$ cat src/rtl/qft_phase_gen_pkg.sv
// Shared constants for the QFT phase generator: angle format, qubit limit,
// FSM state encodings and the eight S3.4 multiples of pi/4.
// Ports: none (package only).
package qft_phase_gen_pkg;

  // Signed S3.4 angle: 1 sign, 3 integer, 4 fraction bits.
  localparam int TOTAL_WIDTH    = 8;
  localparam int QFT_MAX_QUBITS = 3;

  localparam logic [1:0] ST_IDLE  = 2'd0;
  localparam logic [1:0] ST_RUN   = 2'd1;
  localparam logic [1:0] ST_FLUSH = 2'd2;
  localparam logic [1:0] ST_DONE  = 2'd3;

  // round(m * pi/4 * 16) for m = -4..3
  localparam logic signed [TOTAL_WIDTH-1:0] ANG_M4 = -8'sd50;
  localparam logic signed [TOTAL_WIDTH-1:0] ANG_M3 = -8'sd38;
  localparam logic signed [TOTAL_WIDTH-1:0] ANG_M2 = -8'sd25;
  localparam logic signed [TOTAL_WIDTH-1:0] ANG_M1 = -8'sd13;
  localparam logic signed [TOTAL_WIDTH-1:0] ANG_P0 =  8'sd0;
  localparam logic signed [TOTAL_WIDTH-1:0] ANG_P1 =  8'sd13;
  localparam logic signed [TOTAL_WIDTH-1:0] ANG_P2 =  8'sd25;
  localparam logic signed [TOTAL_WIDTH-1:0] ANG_P3 =  8'sd38;

endpackage

$ cat src/rtl/qft_angle_lut.sv
// Maps a wrapped phase m (eighths of a turn, -4..3) to an S3.4 angle in radians.
// Purely combinational, zero latency.
// Ports: m (3-bit signed phase), angle (8-bit signed S3.4 result).
module qft_angle_lut
  import qft_phase_gen_pkg::*;
(
  input  logic signed [2:0]             m,
  output logic signed [TOTAL_WIDTH-1:0] angle
);

  always_comb begin
    angle = ANG_P0;
    unique case (m)
      3'sb100: angle = ANG_M4;
      3'sb101: angle = ANG_M3;
      3'sb110: angle = ANG_M2;
      3'sb111: angle = ANG_M1;
      3'sb000: angle = ANG_P0;
      3'sb001: angle = ANG_P1;
      3'sb010: angle = ANG_P2;
      3'sb011: angle = ANG_P3;
    endcase
  end

endmodule

$ cat src/rtl/qft_phase_gen.sv
// Sweeps every (j,k) of an N x N QFT matrix and emits the phase angle 2*pi*j*k/N.
// Latency: start accepted at edge T gives first out_valid after edge T+2; 1 elem/cycle.
// Backpressure: out_valid && !out_ready freezes indices, both stages and outputs.
// Ports: clk/rst (sync, active-high); start/n_qubits request a sweep; busy/done/err
// report status; out_valid/out_ready handshake carries out_angle, out_row, out_col, out_last.
module qft_phase_gen
  import qft_phase_gen_pkg::*;
#(
  parameter int N_MAX_QUBITS = QFT_MAX_QUBITS
) (
  input  logic                   clk,
  input  logic                   rst,
  input  logic                   start,
  input  logic [1:0]             n_qubits,
  output logic                   busy,
  output logic                   out_valid,
  input  logic                   out_ready,
  output logic [TOTAL_WIDTH-1:0] out_angle,
  output logic [2:0]             out_row,
  output logic [2:0]             out_col,
  output logic                   out_last,
  output logic                   done,
  output logic                   err
);

  logic [1:0] state;
  logic [1:0] n_q;
  logic [2:0] j_idx;
  logic [2:0] k_idx;

  logic       stall;
  logic       adv;
  logic       issue;
  logic       issue_last;
  logic       n_ok;
  logic [2:0] idx_max;
  logic [2:0] p;
  logic [2:0] p8;

  // stage 1 register
  logic       s1_vld;
  logic [2:0] s1_p8;
  logic [2:0] s1_row;
  logic [2:0] s1_col;
  logic       s1_last;

  logic signed [TOTAL_WIDTH-1:0] lut_angle;

  assign stall      = out_valid && !out_ready;
  assign adv        = !stall;
  assign idx_max    = 3'((4'd1 << n_q) - 4'd1);
  assign issue      = (state == ST_RUN) && adv;
  assign issue_last = (j_idx == idx_max) && (k_idx == idx_max);
  assign n_ok       = (n_qubits != 2'd0) && (int'({30'd0, n_qubits}) <= N_MAX_QUBITS);

  // Only the low n bits of the 6-bit product survive the mod N, so keep 3.
  assign p  = 3'({3'd0, j_idx} * {3'd0, k_idx}) & idx_max;
  // Rescale to eighths of a turn; p < 2^n so nothing is shifted out.
  assign p8 = p << (2'd3 - n_q);

  assign busy = (state == ST_RUN) || (state == ST_FLUSH);
  assign done = (state == ST_DONE);

  always_ff @(posedge clk) begin
    if (rst) begin
      state <= ST_IDLE;
      n_q   <= 2'd0;
      j_idx <= 3'd0;
      k_idx <= 3'd0;
      err   <= 1'b0;
    end else begin
      err <= 1'b0;
      unique case (state)
        ST_IDLE: begin
          if (start) begin
            if (n_ok) begin
              n_q   <= n_qubits;
              j_idx <= 3'd0;
              k_idx <= 3'd0;
              state <= ST_RUN;
            end else begin
              err <= 1'b1;
            end
          end
        end
        ST_RUN: begin
          if (issue) begin
            if (issue_last) begin
              state <= ST_FLUSH;
            end else if (k_idx == idx_max) begin
              k_idx <= 3'd0;
              j_idx <= j_idx + 3'd1;
            end else begin
              k_idx <= k_idx + 3'd1;
            end
          end
        end
        ST_FLUSH: begin
          if (out_valid && out_ready && out_last) state <= ST_DONE;
        end
        ST_DONE: state <= ST_IDLE;
      endcase
    end
  end

  qft_angle_lut u_lut (
    .m     (s1_p8),
    .angle (lut_angle)
  );

  // Both stages advance together; a stall freezes everything in place.
  always_ff @(posedge clk) begin
    if (rst) begin
      s1_vld    <= 1'b0;
      s1_p8     <= 3'd0;
      s1_row    <= 3'd0;
      s1_col    <= 3'd0;
      s1_last   <= 1'b0;
      out_valid <= 1'b0;
      out_angle <= '0;
      out_row   <= 3'd0;
      out_col   <= 3'd0;
      out_last  <= 1'b0;
    end else if (adv) begin
      s1_vld    <= issue;
      s1_p8     <= p8;
      s1_row    <= j_idx;
      s1_col    <= k_idx;
      s1_last   <= issue && issue_last;
      out_valid <= s1_vld;
      out_angle <= lut_angle;
      out_row   <= s1_row;
      out_col   <= s1_col;
      out_last  <= s1_vld && s1_last;
    end
  end

endmodule

$ cat config.mk
export PLATFORM = sky130hd
export DESIGN_NAME = qft_phase_gen
export DESIGN_NICKNAME = d
export VERILOG_FILES = /design/src/rtl/qft_phase_gen_pkg.sv /design/src/rtl/qft_angle_lut.sv /design/src/rtl/qft_phase_gen.sv
export SDC_FILE = /design/constraint.sdc
export NUM_CORES = 1
export LEC_CHECK = 0
export CAP_MARGIN = 40
export CELL_PAD_IN_SITES_DETAIL_PLACEMENT = 1
export CELL_PAD_IN_SITES_GLOBAL_PLACEMENT = 1
export CORE_UTILIZATION = 30
export CTS_CLUSTER_DIAMETER = 50
export DETAILED_ROUTE_END_ITERATION = 12
export PLACE_DENSITY = 0.71
export SYNTH_ARGS = -nofsm -noshare
export SYNTH_HDL_FRONTEND = slang
export SYNTH_SLANG_ARGS = --single-unit
$ cat constraint.sdc
create_clock -name clk -period 2.25 [get_ports clk]
set_input_delay 0.3375 -clock clk [delete_from_list [all_inputs] [get_ports clk]]
set_output_delay 0.3375 -clock clk [all_outputs]
set_load 0.05 [all_outputs]
==> out/metrics.cfg <==
[outcome]
status=finished clean

[sta]
setup_violations=0
slew_headroom_pct=66.5
finalClockSkew_ns=0.00778
timing.final.ws_setup_ns=0.237
min_period_ns=2.01
fmax_mhz=497
rsz0062_at_grt=false
hold_viol=0
hold-worst-slack_ns=0.453
setup_tns_ns=0
finalCritPeriodShare_pct=89.5
slew_viol_final=0
worst_pin_slew_ns=0.501

[synth]
synthTopCellsByCount=nand2_1 (53), dfxtp_1 (37), a21oi_1 (28), nor2_1 (13)
synth-simple-area-share_pct=26.1
syn_inst=235
synth_mux_area_share_pct=1.62
synth_top_family_by_area=simple AND/OR/NAND/NOR gates
synth_xor_area_share_pct=2.36
synth_top_area_share_pct=40.0
synth_largest_area_cell=dfxtp_1
synth_compound_area_share_pct=18.3
synth_top_flop_cell=dfxtp_1
synth.area.top_cells=dfxtp_1 (40%), nand2_1 (11%), a21oi_1 (7.6%), ha_1 (6.1%), nand3_1 (2.7%)
synth_edf_count=0
mappedNetlistArea_um2=1850
postSynth.asyncResetShare_pct=0
syn_nets=250
ys_ff_latch=37
ys_seq_area_share_pct=40.0
avgSynthCellArea_um2=7.88
synthAdderAreaFrac_pct=6.08
synth_most_common_cell=nand2_1
yosysWarnings=0
synth_cell_type_count=41

[clock_tree]
cts.sinks=37
h-tree-depth=2
cts_max_path_buffers=2
insertion_delay_ns=0.29
cts_buffers=5
clk_pin_slew_ns=0.08
cts_tree=yes
cts-root-buf=clkbuf_8

[placement]
io_buffers=24
place.gp.congestion=0.844
dp_hpwl_mm=3.17
place_area_um2=2170
post-place-ws_ns=0.143

[route]
dr.pass1.iters=4
routed_wl_mm=4.62
drc=0
dr.first_iter.drc_count=61
via_count=1672
viasPerCell=5.01
antenna_left=0
routedWlPerCell_um=13.8

[min_path]
hold_class=flip-flop to flip-flop

[setup_path]
path_cells=xor2_1 > a2bb2oi_1 > nand2_1 > o31a_1 > nor2_1 > o21bai_1
crit_buf_inv=0
cpMaxStageDelayCell=dfxtp_1
max_stage_delay_ns=0.49
arrival_ns=2.19
path_class=flip-flop to flip-flop
crit_required_ns=2.42
cp_max_fo=7
critPathCaptureType=flip-flop
start_kind=flip-flop
critPathTopFamily=compound AO/OA/AOI/OAI gates

[global_routing]
first_global_vias=1636
overflow=0
grt_pass1_wl_mm=7.76
grt_max_degree=32
grt.total_usage_pct=15.7
antenna_found_initial=0

[die]
die_w_um=80.6
die_area_um2=6490
initial_core_util_pct=31.3
core-area_um2=5920
die_h_um=80.6
num_rows=28
io-pin-count=25

[flow_run]
max_cap_violations=0

[pwr]
peakVddDrop_mv=0.588
p_per_area_nw_per_um2=1050
total_leakage_power_uw=0.000842
total_power_uw=2430

[final_layout]
antenna_cells=0
nFillCells=714
drive_above_1_share_pct=9.27
nNetsFinal=273
design_area_um2=2310
syn_to_final_growth_pct=24.6

## layout by cell type, fill, tap and decap left out, types with 2 or more instances in the layout
cell	count
nand2b_1	6
xnor2_1	3
clkbuf_8	5
a21oi_1	28
a211oi_1	2
buf_4	10
mux2i_1	3
nor2b_1	2
clkdlybuf4s50_1	23
inv_1	5
dfxtp_1	37
o21ai_0	10
ha_1	9
bufinv_16	2
nand3b_1	2
xor2_1	2
or3_1	2
nand3_1	10
nor2_1	13
and2_1	2
nor3_1	7
a211oi_2	2
nand2_1	53
nor4_1	2
## worst register-to-register path: stages, from the launching register on
cell	delay, ns
dfxtp_1	0.49
xor2_1	0.20
a2bb2oi_1	0.27
nand2_1	0.12
o31a_1	0.35
nor2_1	0.33
o21bai_1	0.14
## layout make-up
class                           count  area [um2]  area share (%)
Inverter                            5        18.8           0.813
Clock buffer                        5        68.8            2.98
Timing Repair Buffer               33         305            13.2
Tap cell                           75        93.8            4.07
Sequential cell                    37         741            32.1
Clock inverter                      3        65.1            2.82
Multi-Input combinational cell    176        1010            44.0
## timing repair
action / CTS / global route
gates resized for setup: 0 / 1
hold endpoints to repair: 0 / 0
hold buffers: 0 / 0
setup buffers: 0 / 0
endpoints found under the setup margin: 0 / 1
## worst paths after layout
path         startpoint    endpoint  slack (ns)  cells after the start
max            j_idx[2]    j_idx[0]        0.24                      6
min          out_row[0]  out_row[0]        0.45                      2
max reg2reg    j_idx[2]    j_idx[0]        0.24                      6
min reg2reg  out_row[0]  out_row[0]        0.45                      2
## power by group
| group | total [uW] | internal, uW | switching (uW) |
|---|---|---|---|
| Clock | 684 | 440 | 244 |
| Sequential | 824 | 734 | 90.4 |
| Combinational | 925 | 333 | 592 |
| Total | 2430 | 1510 | 926 |
## sequential cells by signal, indices dropped and copies added, names as in the netlist
name       count
s1_last        1
out_valid      1
out_col        3
out_last       1
s1_col         3
state          2
s1_p8          3
out_row        3
err            1
s1_vld         1
n_q            2
out_angle      7
s1_row         3
j_idx          3
k_idx          3
## cells by family after synthesis
| group | Yosys count |
|---|---|
| buf+inv | 22 |
| xor+xnor | 5 |
| simple gates | 105 |
| compound gates | 54 |
| flops | 37 |
| mux | 3 |
| fa+ha+maj | 9 |
## through the flow
stage,util [%],cells
after floorplan,-,235
after global placement,36.6,326
after detailed placement,36.6,326
after CTS,38.9,334
after global routing,39.0,334
final,39.0,334
## metal layers
layer	vias to the layer above	routed length [um]	track usage, %
met1	800	2190	18.8
met2	16	2230	27.0
met4	0	100	6.61
met5	-	0	0
li1	849	-	-
met3	7	96	3.07
(Power assumes the default switching activity.)
